--- src/rtl/cpsr_unit.sv ---
// cpsr_unit: NZCV generation, one-stage pending flag register and committed CPSR.
// Optional interrupt shadow stack of the flags is built when CPSR_SHADOW_EN is defined.
module cpsr_unit #(
    parameter int WIDTH       = 16,
    parameter int STACK_DEPTH = 4
) (
    input  logic             clk,
    input  logic             rst_n,
    input  logic             flag_req,
    input  logic [1:0]       alu_op,
    input  logic [WIDTH-1:0] op_a,
    input  logic [WIDTH-1:0] op_b,
    input  logic [WIDTH-1:0] result,
    input  logic             stall,
    input  logic             flush,
    input  logic             wr_en,
    input  logic [3:0]       wr_data,
    input  logic             irq_enter,
    input  logic             irq_return,
    output logic [3:0]       cpsr_out,
    output logic [3:0]       cpsr_fwd,
    output logic             flags_pending,
    output logic             stack_full,
    output logic             stack_empty,
    output logic             stack_ovf
);

    localparam int MSB = WIDTH - 1;

    typedef enum logic [1:0] {
        OP_ADD   = 2'b00,
        OP_SUB   = 2'b01,
        OP_LOGIC = 2'b10,
        OP_NONE  = 2'b11
    } alu_op_e;

    typedef struct packed {
        logic n;
        logic z;
        logic c;
        logic v;
    } flags_t;

    logic [3:0] cpsr_reg;
    logic [3:0] pend_flags;
    logic       pend_valid;
    flags_t     new_flags;
    logic       capture;
    logic       commit;
    logic       pop_ok;
    logic [3:0] pop_data;

    assign cpsr_fwd      = pend_valid ? pend_flags : cpsr_reg;
    assign cpsr_out      = cpsr_reg;
    assign flags_pending = pend_valid;

    // Carry-out of a+b is set exactly when a exceeds the headroom ~b left by b.
    always_comb begin
        // NOTE: every field gets a default before the case, so no path can infer a latch.
        new_flags = '{n: result[MSB], z: (result == '0), c: cpsr_fwd[1], v: cpsr_fwd[0]};
        case (alu_op_e'(alu_op))
            OP_ADD: begin
                new_flags.c = (op_a > ~op_b);
                new_flags.v = (op_a[MSB] == op_b[MSB]) && (result[MSB] != op_a[MSB]);
            end
            OP_SUB: begin
                new_flags.c = (op_a >= op_b);
                new_flags.v = (op_a[MSB] != op_b[MSB]) && (result[MSB] != op_a[MSB]);
            end
            default: ;
        endcase
    end

    assign capture = flag_req && !stall && !flush && (alu_op != OP_NONE);
    assign commit  = pend_valid && !stall && !flush;

    always_ff @(posedge clk) begin
        if (!rst_n) begin
            // NOTE: state registers use non-blocking assignments so every flop samples pre-edge values.
            cpsr_reg   <= 4'd0;
            pend_flags <= 4'd0;
            pend_valid <= 1'b0;
        end else begin
            if (pop_ok) begin
                cpsr_reg <= pop_data;
            end else if (wr_en) begin
                cpsr_reg <= wr_data;
            end else if (commit) begin
                cpsr_reg <= pend_flags;
            end

            // A losing commit is simply dropped: pend_valid clears unless refilled.
            if (flush) begin
                pend_valid <= 1'b0;
            end else if (!stall) begin
                pend_valid <= capture;
                if (capture) begin
                    pend_flags <= new_flags;
                end
            end
        end
    end

`ifdef CPSR_SHADOW_EN
    localparam int SP_W  = $clog2(STACK_DEPTH + 1);
    localparam int IDX_W = (STACK_DEPTH > 1) ? $clog2(STACK_DEPTH) : 1;
    localparam logic [SP_W-1:0] SP_FULL = SP_W'(STACK_DEPTH);

    logic [3:0]       stack_mem [STACK_DEPTH];
    logic [SP_W-1:0]  sp;
    logic [IDX_W-1:0] top_idx;
    logic             push_req;
    logic             pop_req;
    logic             push_ok;
    logic             ovf_reg;

    assign push_req    = irq_enter && !irq_return;
    assign pop_req     = irq_return && !irq_enter;
    assign stack_full  = (sp == SP_FULL);
    assign stack_empty = (sp == '0);
    assign stack_ovf   = ovf_reg;
    assign push_ok     = push_req && !stack_full;
    assign pop_ok      = pop_req && !stack_empty;
    assign top_idx     = IDX_W'(sp - SP_W'(1));
    assign pop_data    = stack_mem[top_idx];

    always_ff @(posedge clk) begin
        if (!rst_n) begin
            sp      <= '0;
            ovf_reg <= 1'b0;
        end else if (push_req) begin
            if (stack_full) begin
                ovf_reg <= 1'b1;
            end else begin
                sp <= sp + SP_W'(1);
            end
        end else if (pop_ok) begin
            sp <= sp - SP_W'(1);
        end
    end

    // NOTE: the entry array has no reset; clearing sp makes every stale entry unreachable.
    always_ff @(posedge clk) begin
        if (rst_n && push_ok) begin
            stack_mem[IDX_W'(sp)] <= cpsr_reg;
        end
    end
`else
    logic unused_irq;

    assign pop_ok      = 1'b0;
    assign pop_data    = 4'd0;
    assign stack_full  = 1'b0;
    assign stack_empty = 1'b1;
    assign stack_ovf   = 1'b0;
    assign unused_irq  = irq_enter ^ irq_return ^ (STACK_DEPTH > 0);
`endif

endmodule

--- config.mk ---
export PLATFORM = sky130hd
export DESIGN_NAME = cpsr_unit
export DESIGN_NICKNAME = d
export VERILOG_FILES = /design/src/rtl/cpsr_unit.sv
export SDC_FILE = /design/constraint.sdc
export NUM_CORES = 1
export LEC_CHECK = 0
export CAP_MARGIN = 20
export CORE_AREA = 2 2 60 62
export CTS_CLUSTER_DIAMETER = 50
export CTS_CLUSTER_SIZE = 30
export DETAILED_ROUTE_END_ITERATION = 16
export DIE_AREA = 0 0 62 64
export GPL_ROUTABILITY_DRIVEN = 0
export PLACE_DENSITY = 0.82
export SETUP_SLACK_MARGIN = 0.02
export SLEW_MARGIN = 10
export SYNTH_ARGS = -nofsm -noshare
export SYNTH_HDL_FRONTEND = slang
export SYNTH_SLANG_ARGS = --single-unit
--- constraint.sdc ---
create_clock -name clk -period 2.91 [get_ports clk]
set_input_delay 0.291 -clock clk [delete_from_list [all_inputs] [get_ports clk]]
set_output_delay 0.291 -clock clk [all_outputs]
set_load 0.005 [all_outputs]
-- After elaboration in Yosys (flattened, before gate mapping)
Cells that the tools add are included.
- flip-flop bits (word level): 9
- input port bits: 62
- logic and storage cells: 32
- magnitude comparators: 2
- eq/ne operators: 5
- muxes and demuxes: 4
- bitwise operators: 4
- reductions and logical operators: 14
- operators by type and width (kind ; number):
    $ge A16 B16 Y1 ; 1
    $gt A16 B16 Y1 ; 1
    $logic_not A16 Y1 ; 1
    $not A16 Y16 ; 1
    $mux W4 ; 3
    $logic_and A1 B1 Y1 ; 7
    $pmux W2 S2 ; 1
    $not A1 Y1 ; 3
    $reduce_and A3 Y1 ; 1
    $eq A2 B1 Y1 const B ; 1
    $logic_not A1 Y1 ; 2
    $logic_not A2 Y1 ; 1
    $ne A1 B1 Y1 ; 2
    $ne A2 B2 Y1 const B ; 1
    $reduce_bool A2 Y1 ; 1
    $reduce_or A2 Y1 ; 1
    $eq A1 B1 Y1 ; 1

-- Logic depth before layout (Yosys ltp)
Gate-level depths: netlist of run 1.
- depth after elaboration: 5
- gate-level depth with buffers: 7

-- Least setup slack after synthesis of run 1
No wires, ideal clock.
- kind: input port to flip-flop
- start: input port op_b[15]
- end: register pend_flags[1]
- library setup time: 0.134 ns
- arrival time: 1.755 ns
- data required time: 2.776 ns
- path slack: 1.022 ns
- stages on the path: 7
- buffers on the path: 0
- cells stage by stage: inv_1 ha_1 or4_4 nor4b_4 a311oi_1 o311ai_1 o211ai_1
- word-level cells in the longest chain between the ends: 3
- elaborated cells between the ends (all ways): 4
- those cells by class: order compare (2); mux (1); bitwise (1)
- RTL lines (element ; line ; RTL):
    start: declaration ; 12 ; input logic [WIDTH-1:0] op_b,
    $not A16 Y16 ; 63 ; new_flags.c = (op_a > ~op_b);
    $gt A16 B16 Y1 ; 63 ;
    $pmux W2 S2 * ; 61 ; case (alu_op_e'(alu_op))
    end signal: assignment ; 98 ; pend_flags <= new_flags;
    end: declaration ; 45 ; logic [3:0] pend_flags;
Mark *: on every way between the ends. The rest lies on a longest branch, timed or not.
A chain may end at the register's enable or synchronous reset.

-- Worst setup path in the final report of run 1
- start: input port op_a[15]
- end: register pend_flags[1]
- word-level cells in the longest chain between the ends: 2
- elaborated cells between the ends (all ways): 3
- those cells by class: order compare (2); mux (1)
- RTL lines (element ; line ; RTL):
    start: declaration ; 11 ; input logic [WIDTH-1:0] op_a,
    $ge A16 B16 Y1 or $gt A16 B16 Y1 (tied branches) ; 67, 63 ;
    $pmux W2 S2 * ; 61 ;
Marks and branches as above.

==> results.py, run 1 <==
metrics = {
    "sta": {
        "period_share_pct": 77.5,
        "hold_viol": 0,
        "tns_ns": 0,
        "slew_violations": 0,
        "fin_crit_ns": 2.25,
        "rsz0062_at_grt": "false",
        "final-setup-viol-count": 0,
        "skew_ns": 0.00445,
        "fmax_mhz": 443,
    },
    "floorplan": {
        "die_y_um": 64,
        "rows": 21,
        "dieArea_um2": 3970,
        "die_w_um": 62,
        "core_area_um2": 3280,
        "io_pins": 74,
        "start_util_pct": 40.2,
    },
    "synthesis": {
        "synthAdderAreaFrac_pct": 30.3,
        "ys_ff_latch": 9,
        "synth_simple_gate_area_share_pct": 19.7,
        "yosysUniqueCellTypes": 42,
        "synth.area.mux_share_pct": 6.44,
        "syn_inst": 163,
        "synthXorXnorAreaFrac_pct": 1.33,
        "syn_avg_cell_area_um2": 8.11,
        "synth_compound_area_share_pct": 19.2,
        "yosys_warnings": 0,
        "synth_top_family_by_area": "adder cells",
        "syn_area_um2": 1320,
        "ys_seq_area_share_pct": 13.6,
    },
    "worst_setup_path": {
        "path_max_fanout": 5,
        "cp-start-kind": "primary input",
        "arrival_ns": 2.38,
        "critical-path-top-delay-family": "simple AND/OR/NAND/NOR gates",
        "crit_required_ns": 3.04,
        "endpoint_kind": "register",
        "worstSetupPathType": "in -> reg",
        "crit_slowest_cell": "or4_4",
        "slowest_delay_ns": 0.57,
        "worst-path-buf-inv": 1,
        "path_cells": "clkdlybuf4s50_1, ha_1, or4_4, nor4b_4, a311oi_1, o311ai_1, o211ai_1",
    },
    "cells_and_area": {
        "final_common_cell": "clkdlybuf4s50_1",
        "num-fill-cells": 303,
        "utilization_pct": 62.5,
        "seq_area_um2": 180,
        "final_cell_mix": "68 x clkdlybuf4s50_1, 32 x ha_1, 21 x inv_1",
        "drive_above_1_share_pct": 4.76,
        "multi_input_area_um2": 1030,
        "diodes": 0,
        "nets": 326,
        "synthToLayoutAreaGrowth_pct": 55.3,
    },
    "clocking": {
        "numCtsBuffers": 3,
        "post_cts_buffers": 0,
        "ctsResizeCount": 0,
        "htree_levels": 1,
        "cts_tree": "built",
        "clkLatencyLatePin_ns": 0.25,
        "cts_sinks": 9,
        "hold_buffers": 0,
        "clk_path_buf_depth": 2,
        "clk_pin_slew_worst_paths_ns": 0.06,
        "cts_root_buffer": "clkbuf_4",
    },
    "place": {
        "port_buffers": 68,
        "hpwl_um": 2860,
    },
    "global_route": {
        "antenna_found_initial": 0,
        "grt_util_all_layers_pct": 15.9,
        "grt_max_degree": 11,
        "grt_pass1_vias": 1320,
        "overflow": 0,
        "grt_first_pass_wirelength_um": 5050,
    },
    "outcome": {
        "outcome": "completed",
    },
    "drt": {
        "wl_um": 3170,
        "routedWlPerCell_um": 11.5,
        "drt_iter0_drc": 53,
        "route.detailed.drc": 0,
        "ant_nets": 0,
        "vias": 1331,
        "vias_per_cell": 4.81,
        "detail_route.first_pass.iterations": 4,
    },
    "hold_path": {
        "worstHoldPathType": "reg -> reg",
    },
    "pwr": {
        "max-vdd-ir-drop_uv": 99.4,
        "pwr_density_cell_nw_per_um2": 216,
        "leakage_uw": 0.000910,
    },
    "run": {
        "drv_cap": 0,
    },
}
where the power goes:
group	total, uW	switching, uW	internal (uW)
Clock	92.1	39.6	52.6
Sequential	132	4.02	128
Combinational	219	85.4	134
path summary, 6_finish.rpt:
check	startpoint	end	slack, ns	cells after the start
worst max-delay path	op_a[15]	pend_flags[1]	0.66	7
worst min-delay path	pend_flags[3]	pend_flags[3]	0.49	2
worst max register to register	flags_pending	pend_flags[1]	1.44	5
worst min register to register	pend_flags[3]	pend_flags[3]	0.49	2
tightest hold or removal path, stage by stage, from the launching register on:
cell      delay [ns]
dfxtp_1         0.32
nand2_1         0.06
a21boi_0        0.06
state kept, by name, summed over array words and instances (netlist names):
| signal | count |
|---|---|
| pend_flags | 4 |
| flags_pending | 1 |
| cpsr_out | 4 |
kinds of logic (layout without fill, tap and decap cells):
family / count (synthesis) / count (layout)
AOI/OAI and AO/OA: 38 / 38
adders and majority gates: 32 / 32
other: 2 / 3
muxes: 8 / 8
buffers and inverters: 26 / 93
xor gates and xnor gates: 2 / 2
DFF: 9 / 9
and+or+nand+nor: 46 / 46
synth_stat cells:
cell | count | area (um2)
a311oi_1 | 1 | 8.76
or4_4 | 1 | 11.3
nand2b_1 | 1 | 6.26
dfxtp_1 | 9 | 180
nand4b_1 | 1 | 8.76
o21a_1 | 3 | 22.5
mux2i_1 | 4 | 40.0
nand3_1 | 1 | 5.00
ha_1 | 32 | 400
nor4b_1 | 1 | 8.76
xnor2_1 | 2 | 17.5
or2_2 | 1 | 6.26
clkbuf_1 | 1 | 3.75
nor4_1 | 5 | 31.3
o2111ai_1 | 2 | 17.5
a211o_1 | 2 | 17.5
a2bb2oi_1 | 1 | 8.76
and2_1 | 6 | 37.5
o311ai_1 | 1 | 8.76
a21boi_0 | 2 | 15.0
nor4b_4 | 1 | 23.8
nor2b_1 | 1 | 6.26
nor2_1 | 8 | 30.0
o311ai_0 | 1 | 8.76
o21bai_1 | 1 | 7.51
nand4_1 | 2 | 12.5
inv_1 | 21 | 78.8
conb_1 | 2 | 7.51
o211a_1 | 1 | 10.0
o21ai_0 | 8 | 40.0
nor3_1 | 1 | 5.00
a31oi_1 | 1 | 6.26
mux2_2 | 4 | 45.0
buf_6 | 1 | 11.3
o211ai_1 | 1 | 7.51
a221oi_1 | 2 | 17.5
a21oi_1 | 10 | 50.1
or3b_2 | 1 | 8.76
buf_4 | 3 | 22.5
o31ai_1 | 1 | 7.51
nand2_1 | 14 | 52.6
and3_1 | 1 | 6.26
layout make-up:
cell class	instances	area share, %
repair buffers	68	33.2
flip-flops and latches	9	8.78
clock buffers	4	1.28
inverters	21	3.84
multi-input cells	129	50.1
well taps	46	2.80
through the flow:
stage / cell area, um2 / power (uW) / hold slack, ns / instances / worst slack, ns
after floorplan: 1330 / 233 / 0.413 / 164 / 1.02
after global placement: 2030 / 348 / 0.471 / 273 / 0.410
after detailed placement: 2030 / 355 / 0.482 / 273 / 0.381
after CTS: 2050 / 451 / 0.491 / 277 / 0.657
after global routing: 2050 / 480 / 0.541 / 277 / 0.550
final: 2050 / 444 / 0.491 / 277 / 0.655
metal layers:
metal	GRT usage (%)	routed length [um]
met1	18.5	1340
met2	29.9	1710
met3	2.02	132
met4	2.39	0
met5	0	0
(Power assumes the default switching activity.)
==> run 2, diff against run 1 <==
- CORE_AREA: 2 2 60 62 -> 2 2 62 64
- DIE_AREA: 0 0 62 64 -> 0 0 64 66
- PLACE_DENSITY: 0.82 -> 0.77
- clock period: 2.91 -> 2.3 ns (I/O delays scaled with it)
==> run 2 against run 1 <==
Net effect: die area increased by 6.5%; cell count up 2.5%; sequential share of layout area decreased by 0.17 points; worst hold slack improved by 0.024 ns; non-clock buffer count increased by 5; clock power is 30% higher; final area is 2.0% higher; first-iteration DRC count down 25%; global-route usage is 0.86 points lower; clock-buffer cell count did not move; highest routed layer is now met4.
==> results.py, run 2 (synthesis results as in run 1) <==
metrics = {
    "outcome": {
        "outcome": "completed",
    },
    "clocking": {
        "cts_tree": "built",
        "cts_root_buffer": "clkbuf_4",
        "cts_sinks": 9,
        "clk_path_buf_depth": 2,
        "numCtsBuffers": 3,
        "clk_pin_slew_worst_paths_ns": 0.06,
        "hold_buffers": 0,
        "ctsResizeCount": 0,
        "htree_levels": 1,
        "clkLatencyLatePin_ns": 0.25,
        "post_cts_buffers": 0,
    },
    "drt": {
        "drt_iter0_drc": 40,
        "detail_route.first_pass.iterations": 4,
        "route.detailed.drc": 0,
        "vias": 1355,
        "ant_nets": 0,
        "vias_per_cell": 4.77,
        "wl_um": 3040,
        "routedWlPerCell_um": 10.7,
    },
    "pwr": {
        "max-vdd-ir-drop_uv": 119,
        "leakage_uw": 0.000935,
        "power_uw": 570,
        "pwr_density_cell_nw_per_um2": 273,
    },
    "worst_setup_path": {
        "cp-start-kind": "primary input",
        "crit_required_ns": 2.43,
        "worstSetupPathType": "in -> reg",
        "endpoint_kind": "register",
        "path_max_fanout": 2,
        "slowest_delay_ns": 0.56,
        "arrival_ns": 2.24,
        "crit_slowest_cell": "or4_4",
        "path_cells": "clkdlybuf4s50_1, inv_1, ha_1, or4_4, nor4b_4, a311oi_1, o311ai_1, o211ai_1",
    },
    "run": {
        "drv_cap": 0,
    },
    "floorplan": {
        "io_pins": 74,
        "dieArea_um2": 4220,
        "core_area_um2": 3550,
        "die_w_um": 64,
        "die_y_um": 66,
        "start_util_pct": 37.2,
        "rows": 22,
    },
    "place": {
        "port_buffers": 68,
        "post_dp_cell_area_um2": 2070,
        "hpwl_um": 2750,
        "dp.cells": 280,
    },
    "cells_and_area": {
        "post-route-cell-area_um2": 2090,
        "drive_above_1_share_pct": 6.78,
        "final_common_cell": "clkdlybuf4s50_1",
        "diodes": 0,
        "synthToLayoutAreaGrowth_pct": 58.3,
        "final_cell_mix": "68 x clkdlybuf4s50_1, 32 x ha_1, 21 x inv_1",
        "nets": 331,
        "final_cells": 284,
    },
    "sta": {
        "fin_crit_ns": 2.11,
        "tns_ns": 0,
        "fmax_mhz": 474,
        "skew_ns": 0.00177,
        "final-setup-viol-count": 0,
        "hold_viol": 0,
        "slew_violations": 0,
        "rsz0062_at_grt": "false",
        "hold_ws_ns": 0.515,
        "period_share_pct": 91.7,
    },
    "global_route": {
        "grt_first_pass_wirelength_um": 5260,
        "overflow": 0,
        "grt_util_all_layers_pct": 15.0,
        "antenna_found_initial": 0,
        "grt_pass1_vias": 1292,
        "grt_max_degree": 11,
    },
    "hold_path": {
        "worstHoldPathType": "reg -> reg",
    },
}
## run 2: cell count changes in the layout (fill, tap and decap cells not counted), sizes merged
| cell | previous run | this run |
|---|---|---|
| buf | 0 | 5 |
## run 2: metal layers
layer / global-route usage, % / vias up / wire, um
met5: 0 / - / 0
met4: 2.45 / 0 / 6
met3: 2.56 / 2 / 130
met2: 27.3 / 31 / 1570
met1: 18.7 / 603 / 1340
li1: - / 719 / -
## run 2: cell type report
class                   count  area (um2)
multi-input cells         129        1030
clock buffers               4        26.3
inverters                  21        78.8
flip-flops and latches      9         180
fillers                   315        1460
well taps                  48        60.1
repair buffers             73         718
## run 2: worst max-delay path, delay by kind of cell
| kind | cells | cell delay, ns |
|---|---|---|
| simple gates | 2 | 0.82 |
| fa+ha+maj | 1 | 0.29 |
| buf+inv | 2 | 0.53 |
| compound gates | 3 | 0.38 |
## run 2: final timing paths
kind	start	end	slack, ns	cells past startpoint
worst min-delay path	pend_flags[3]	pend_flags[3]	0.52	2
worst min register to register	pend_flags[3]	pend_flags[3]	0.52	2
worst max register to register	flags_pending	pend_flags[1]	0.77	5
worst max-delay path	op_b[15]	pend_flags[1]	0.19	8
## run 2: power by group
group          switching, uW  total [uW]  leakage, uW  internal (uW)
clock network           53.1         120    0.0000150           66.7
logic                    107         282     0.000846            175
registers               5.49         168    0.0000736            162
total                    166         570     0.000935            404
## run 2: stage by stage
step	utilization, %	setup slack [ns]
after detailed placement	58.2	-0.0874
final	58.9	0.190
after floorplan	-	0.473
after CTS	58.9	0.189
after global routing	58.9	0.0911
after global placement	58.2	-0.0587
==> run 3, diff against run 2 <==
- GPL_ROUTABILITY_DRIVEN: 0 -> 1
- PLACE_DENSITY: 0.77 -> default
- PLACE_DENSITY_LB_ADDON: default -> 0.15
==> run 3 against run 2 <==
Net effect: final area unchanged; via count grew 0.22%; register-to-register slack better by 0.05 ns; clock skew hardly changed; first-iteration DRC count fell by 35%; critical endpoint unchanged.
==> results.py, run 3 (synthesis results as in run 1) <==
metrics = {
    "outcome": {
        "outcome": "completed",
    },
    "drt": {
        "routedWlPerCell_um": 11.0,
        "vias": 1358,
        "route.detailed.drc": 0,
        "drt_iter0_drc": 26,
        "ant_nets": 0,
        "wl_um": 3120,
        "detail_route.first_pass.iterations": 2,
        "vias_per_cell": 4.78,
    },
    "run": {
        "drv_cap": 0,
    },
    "hold_path": {
        "holdPathEnd": "pend_flags[3]",
        "worstHoldPathType": "reg -> reg",
        "min_path_cells": 2,
        "hold_start": "pend_flags[3]",
    },
    "worst_setup_path": {
        "rrSetupSlack_ns": 0.82,
        "arrival_ns": 2.24,
        "endpoint_kind": "register",
        "cp-start-kind": "primary input",
        "rr_worst_depth": 5,
        "crit_required_ns": 2.43,
        "path_max_fanout": 2,
        "worstSetupPathType": "in -> reg",
        "r2r-start": "flags_pending",
        "r2r-end": "pend_flags[1]",
    },
    "sta": {
        "tns_ns": 0,
        "setup_slack_ns": 0.192,
        "rsz0062_at_grt": "false",
        "fmax_mhz": 474,
        "period_share_pct": 91.7,
        "slew_violations": 0,
        "hold_viol": 0,
        "hold_ws_ns": 0.515,
        "fin_crit_ns": 2.11,
        "skew_ns": 0.00137,
        "final-setup-viol-count": 0,
    },
    "floorplan": {
        "io_pins": 74,
        "rows": 22,
        "dieArea_um2": 4220,
        "core_area_um2": 3550,
        "die_y_um": 66,
        "start_util_pct": 37.2,
        "die_w_um": 64,
    },
    "clocking": {
        "clk_pin_slew_worst_paths_ns": 0.06,
        "hold_buffers": 0,
        "htree_levels": 1,
        "cts_tree": "built",
        "cts_root_buffer": "clkbuf_4",
        "numCtsBuffers": 3,
        "clk_path_buf_depth": 2,
        "cts_sinks": 9,
        "ctsResizeCount": 0,
        "post_cts_buffers": 0,
        "clkLatencyLatePin_ns": 0.26,
    },
    "pwr": {
        "max-vdd-ir-drop_uv": 154,
        "leakage_uw": 0.000935,
        "pwr_density_cell_nw_per_um2": 273,
        "power_uw": 572,
    },
    "place": {
        "place_congestion": 0.755,
        "post-place-ws_ns": -0.0882,
        "hpwl_um": 2740,
        "port_buffers": 68,
    },
    "cells_and_area": {
        "drive_above_1_share_pct": 6.78,
        "nets": 331,
        "diodes": 0,
        "final_common_cell": "clkdlybuf4s50_1",
        "final_cell_mix": "68 x clkdlybuf4s50_1, 32 x ha_1, 21 x inv_1",
        "synthToLayoutAreaGrowth_pct": 58.3,
    },
    "global_route": {
        "antenna_found_initial": 0,
        "grt_first_pass_wirelength_um": 5160,
        "grt_util_all_layers_pct": 15.0,
        "overflow": 0,
        "grt_pass1_vias": 1286,
        "grt_max_degree": 11,
    },
}
-- run 3: cell counts in the layout (fill, tap and decap cells not counted) --
No cell type changed its count.
-- run 3: how the worst max path moves through the flow --
stage	start	endpoint	slack, ns	cells past startpoint
final	op_b[15]	pend_flags[1]	0.19	8
after global routing	op_b[15]	pend_flags[1]	0.09	8
after CTS	op_b[15]	pend_flags[1]	0.19	8
after detailed placement	op_b[15]	pend_flags[1]	-0.09	8
after global placement	op_b[15]	pend_flags[1]	-0.03	8
after floorplan	op_b[15]	pend_flags[1]	0.47	7
-- run 3: per-stage QoR --
stage | utilization (%) | cell area (um2) | std cells
after floorplan | - | 1330 | 164
after global placement | 58.2 | 2070 | 280
after detailed placement | 58.2 | 2070 | 280
after CTS | 58.9 | 2090 | 284
after global routing | 58.9 | 2090 | 284
final | 58.9 | 2090 | 284
-- run 3: cell type report --
class                      instances  area [um2]
inverter                          21        78.8
fill                             349        1460
sequential                         9         180
tap                               48        60.1
multi-input combinational        129        1030
clock buffer                       4        26.3
timing repair buffer              73         718
-- run 3: where the power goes --
group	total (uW)	internal (uW)	switching (uW)
clock network	121	66.8	54.2
logic	283	175	108
registers	168	162	5.29
total	572	404	167
-- run 3: critical path: stages --
cell,delay [ns]
clkdlybuf4s50_1,0.48
inv_1,0.05
ha_1,0.29
or4_4,0.57
nor4b_4,0.24
a311oi_1,0.15
o311ai_1,0.11
o211ai_1,0.12
-- run 3: metal layers --
metal	wire length, um	vias up	part of all wire, %	global-route usage, %
met3	184	4	5.9	3.24
li1	-	718	-	-
met2	1440	47	46	26.6
met4	33	0	1.1	4.08
met5	0	-	0	0
met1	1460	589	47	18.3
